--- src/rtl/pal_sync_analyzer.sv ---
// Sinclair PAL sync analyzer: rebuilds hpos/vpos from the hsync/vsync pair,
// measures line/frame length, detects 48K vs 128K timing and reports lock.
// Ports: clk, rst_n (sync, active low), hsync, vsync (active high) in;
//        hpos, vpos, line_len, frame_lines, locked, timing_128k out.
module pal_sync_analyzer #(
    parameter int HSYNC_POS  = 344,
    parameter int VSYNC_LINE = 248,
    parameter int LOCK_LINES = 4,
    parameter int MIN_LINE   = 400,
    parameter int MAX_LINE   = 511,
    parameter int MIN_FRAME  = 300,
    parameter int MAX_FRAME  = 320,
    parameter int LEN_128K   = 456
) (
    input  logic       clk,
    input  logic       rst_n,
    input  logic       hsync,
    input  logic       vsync,
    output logic [8:0] hpos,
    output logic [8:0] vpos,
    output logic [9:0] line_len,
    output logic [8:0] frame_lines,
    output logic       locked,
    output logic       timing_128k
);

    localparam logic [9:0] MINL  = 10'(MIN_LINE);
    localparam logic [9:0] MAXL  = 10'(MAX_LINE);
    localparam logic [8:0] MINF  = 9'(MIN_FRAME);
    localparam logic [8:0] MAXF  = 9'(MAX_FRAME);
    localparam logic [9:0] L128  = 10'(LEN_128K);
    localparam logic [8:0] HPOS1 = 9'(HSYNC_POS + 1);
    localparam logic [8:0] VLINE = 9'(VSYNC_LINE);
    localparam logic [3:0] LOCKN = 4'(LOCK_LINES);

    typedef enum logic [1:0] {
        SEARCH,
        VERIFY,
        LOCKED
    } state_t;

    state_t     state;
    logic       hsync_d;
    logic       vsync_d;
    logic [9:0] lcnt;
    logic [9:0] ref_len;
    logic [8:0] fcnt;
    logic [3:0] stable;
    logic       frame_ok;

    logic hrise;
    logic vrise;
    logic line_ok;
    logic frame_in;
    logic hwrap;
    logic vlast;

    assign hrise    = hsync & ~hsync_d;
    assign vrise    = vsync & ~vsync_d;
    assign line_ok  = (lcnt >= MINL) && (lcnt <= MAXL);
    assign frame_in = (fcnt >= MINF) && (fcnt <= MAXF);

    // The free-running wrap only exists once the line length is trusted.
    assign hwrap = ~hrise & locked &
                   ({1'b0, hpos} == line_len - 10'd1);
    assign vlast = locked & (vpos == frame_lines - 9'd1);

    always_ff @(posedge clk) begin
        if (!rst_n) begin
            // Syncs held high across reset must not look like a rise.
            hsync_d     <= 1'b1;
            vsync_d     <= 1'b1;
            lcnt        <= '0;
            fcnt        <= '0;
            line_len    <= '0;
            frame_lines <= '0;
            frame_ok    <= 1'b0;
            hpos        <= '0;
            vpos        <= '0;
        end else begin
            hsync_d <= hsync;
            vsync_d <= vsync;

            if (hrise) begin
                line_len <= lcnt;
                lcnt     <= 10'd1;
            end else if (lcnt != '1) begin
                lcnt <= lcnt + 10'd1;
            end

            if (vrise) begin
                frame_lines <= fcnt;
                fcnt        <= hrise ? 9'd1 : 9'd0;
                frame_ok    <= frame_in;
            end else if (hrise && fcnt != '1) begin
                fcnt <= fcnt + 9'd1;
            end

            if (hrise) begin
                hpos <= HPOS1;
            end else if (hwrap) begin
                hpos <= '0;
            end else if (hpos != '1) begin
                hpos <= hpos + 9'd1;
            end

            if (vrise) begin
                vpos <= VLINE;
            end else if (hwrap) begin
                if (vlast) begin
                    vpos <= '0;
                end else if (vpos != '1) begin
                    vpos <= vpos + 9'd1;
                end
            end
        end
    end

    always_ff @(posedge clk) begin
        if (!rst_n) begin
            state       <= SEARCH;
            stable      <= '0;
            ref_len     <= '0;
            locked      <= 1'b0;
            timing_128k <= 1'b0;
        end else begin
            unique case (state)
                SEARCH: begin
                    if (hrise && line_ok) begin
                        state   <= VERIFY;
                        stable  <= 4'd1;
                        ref_len <= lcnt;
                    end
                end
                VERIFY: begin
                    if (hrise) begin
                        if (lcnt == ref_len) begin
                            // Saturate so a late frame_ok still sees a match.
                            if (stable != LOCKN) begin
                                stable <= stable + 4'd1;
                            end
                        end else if (line_ok) begin
                            stable  <= 4'd1;
                            ref_len <= lcnt;
                        end else begin
                            state  <= SEARCH;
                            stable <= '0;
                        end
                    end else if (stable == LOCKN && frame_ok) begin
                        state       <= LOCKED;
                        locked      <= 1'b1;
                        timing_128k <= (ref_len == L128);
                    end
                end
                LOCKED: begin
                    if ((hrise && lcnt != ref_len) ||
                        (lcnt > MAXL) ||
                        (vrise && !frame_in)) begin
                        state       <= SEARCH;
                        stable      <= '0;
                        locked      <= 1'b0;
                        timing_128k <= 1'b0;
                    end
                end
                default: begin
                    state       <= SEARCH;
                    stable      <= '0;
                    locked      <= 1'b0;
                    timing_128k <= 1'b0;
                end
            endcase
        end
    end

endmodule

--- config.mk ---
export PLATFORM = sky130hd
export DESIGN_NAME = pal_sync_analyzer
export DESIGN_NICKNAME = d
export VERILOG_FILES = /design/src/rtl/pal_sync_analyzer.sv
export SDC_FILE = /design/constraint.sdc
export NUM_CORES = 1
export LEC_CHECK = 0
export ABC_AREA = 1
export ABC_CLOCK_PERIOD_IN_PS = 1770
export CAP_MARGIN = 20
export CORE_ASPECT_RATIO = 0.8
export CORE_MARGIN = 2
export CORE_UTILIZATION = 52
export DETAILED_ROUTE_END_ITERATION = 7
export PLACE_DENSITY = 0.76
export SYNTH_ARGS = -nofsm -noshare
export SYNTH_HDL_FRONTEND = slang
export SYNTH_SLANG_ARGS = --single-unit
--- constraint.sdc ---
create_clock -name clk -period 1.77 [get_ports clk]
set_input_delay 0.354 -clock clk [delete_from_list [all_inputs] [get_ports clk]]
set_output_delay 0.354 -clock clk [all_outputs]
set_load 0.03 [all_outputs]
==> run metrics <==
Core Area=between 0.008 and 0.009 mm^2; Tot Pwr=4.23 mW; initial core utilization=0.540; # fillers=roughly 640; post-route clock period utilization=1.12; all-layer global routing usage=0.285; failing checks=negative setup slack; synthesized area=0.00460 mm^2; RSZ-0062 raised after global routing=yes; status=finished with violations; cell with the most instances after synthesis=nand2_1; Worst Path Buf+Inv=2; H-tree levels=3; mean post-synth cell area=6.49 um^2; CP Depth=12; area of the multi-input gates=0.00304 mm^2; Final min period=about 2 ns; CP required=2.01 ns; worst slew pin tran=0.408 ns; first-pass GRT wire length=21.6 mm; Hold WC Path Type=reg2reg; maximum clock rate=506 MHz; Max Slew Vio Count=0; Crit Path Max Fanout=6; CTS buffer count=9; Setup Skew=0.0105 ns; Die Area=0.00962 mm^2; number of global-route vias before repair=4,538; Yosys reg bits=77; worst hold slack=0.485 ns; height of the die=88.1 um; CP Class=reg2reg; CTS tree=built; r2r worst-path depth=12; Synth Net Count=726; CP max stage cell=dfxtp_4; Setup crit end kind=flip-flop; clk_lat worst skew=0.36 ns; Sink Count=between 70 and 80; CTS root buf=clkbuf_8; VDD IR max=0.000486 V; WP data arrival=2.22 ns; drt total wl=14.0 mm; Routed WL per cell=14.8 um; Unique masters post-synth=42; n_diodes=0; CP cell instances=inv_4 -> ha_4 -> buf_12 -> nand3_1 -> o21ai_1 -> nand2_2 -> nor2_1 -> nand3_1 -> nor2_2 -> nand2_4 -> o21ai_1 -> nor2_1; most area-consuming cells after synthesis=dfxtp_1, nand2_1, inv_1; DR DRC count=0; Non-Filler Instances=949; Die X=109 um; Seq. cell area=0.00159 mm^2; count of buffers from port buffering=42; share of cells above drive strength 1=0.300; first-pass detailed-route iteration total=8; cell count after synthesis=709; Slowest Stage Delay on Critical Path=0.36 ns; area delta synth->final=39.7%; clk slew on worst S/H paths=0.09 ns; DRT iter0 DRCs=322; post-DR vias/cell=5.39; P_leak=~3 nW; Post-Place Cells=924; I/O pin cnt=43; final worst setup slack=-0.207 ns; Async S/R FF share, synth=0; Routability Congestion=0.968; GRT overflow=0; synth cell count leaders=nand2_1, inv_1, nor2_1; Finished Cell Area=between 0.006 and 0.007 mm^2; Crit path max-delay family=simple AND/OR/NAND/NOR gates; post-DP HPWL=between 10 and 15 mm; largest net degree at the start of global routing=31; register area share after synthesis=0.335; Hold Buf Count CTS=0; WHS Path Cells=2; Rel. slew slack=0.728; post-synth top area cell=dfxtp_1; nets=between 800 and 900; startpoint types=flip-flop; PwrDens=about 660 mW/mm^2; DR vias=5,118; synth warn=0; Detail Route Antenna Nets=0; Final Hold Violating Endpoints=0; Synth top area share=0.335; Post-synth EDFFs=0; Core Util, Final=0.754; Setup Viol. Count Final=18; Synth Flop Type=dfxtp_1; cell row count=30; Max Cap Viol=0; DP Area=0.00576 mm^2; initial antenna violation count=0; clk buf depth=2
## power by group
group	internal, mW	switching (mW)	total [mW]
clock network	0.789	0.715	1.50
logic	0.336	0.550	0.886
registers	1.78	0.0655	1.84
## registers in the layout (all words and copies together) (netlist names), 4 cells and up
| register | flops |
|---|---|
| lcnt | 10 |
| line_len | 10 |
| ref_len | 10 |
| fcnt | 9 |
| frame_lines | 9 |
| hpos | 9 |
| vpos | 9 |
| stable | 4 |
## timing repair
item,in CTS,in global routing
gates resized for setup,81,93
setup buffers,2,8
pin swaps,17,35
setup endpoints to repair,67,55
## cell families (layout without fill, tap and decap cells)
family / after synthesis / count (layout) / share of synthesized area
flip-flops: 77 / 77 / 0.335
adder cells (fa/ha/maj): 13 / 13 / 0.0354
AND/OR/NAND/NOR: 366 / 366 / 0.355
buffers and inverters: 116 / 244 / 0.0965
AO/OA/AOI/OAI: 115 / 115 / 0.137
XOR/XNOR: 22 / 22 / 0.0419
## worst register-to-register path: stages, from the launching register on
cell and delay (ns):
dfxtp_4 0.36, inv_4 0.06, ha_4 0.14, buf_12 0.11, nand3_1 0.10, o21ai_1 0.21, nand2_2 0.11, nor2_1 0.10
nand3_1 0.10, nor2_2 0.18, nand2_4 0.10, o21ai_1 0.19, nor2_1 0.08
## per-layer routing
layer | track usage | up-vias | wire [um]
li1 | - | 2531 | -
met1 | 0.396 | 2375 | 6310
met2 | 0.457 | 186 | 6500
met3 | 0.0499 | 26 | 908
met4 | 0.0816 | 0 | 288
met5 | 0 | - | 0
## area by class of cell
cell class / count / share of cell area
inverter: 105 / 0.0641
timing repair buffer: 123 / 0.159
clock buffer: 11 / 0.0253
tap: 112 / 0.0218
sequential: 77 / 0.248
multi-input combinational: 516 / 0.472
clock inverter: 5 / 0.00954
## final timing paths
path	start	end	slack [ns]
worst min-delay path	ref_len[9]	ref_len[9]	0.48
worst max-delay path	line_len[0]	vpos[2]	-0.21
worst max register to register	line_len[0]	vpos[2]	-0.21
worst min register to register	ref_len[9]	ref_len[9]	0.48
## per-stage QoR
stage	setup slack [ns]	TNS [ns]
6_report	-0.207	-2.30
3_5_place_dp	-0.435	-15.26
2_1_floorplan	-0.0655	-0.252
4_1_cts	-0.138	-1.03
3_3_place_gp	-0.386	-12.89
5_1_grt	-0.290	-4.29
## cells in the final DEF (no fill, tap or decap), types with 21 or more instances in the layout
cell,count
nand2_1,154
nor2_1,60
inv_1,83
a21oi_1,43
buf_4,74
dlygate4sd2_1,36
dfxtp_1,54
nand3_1,44
o21ai_0,31
nand2_2,21
Power figures use the tool's default switching activity.
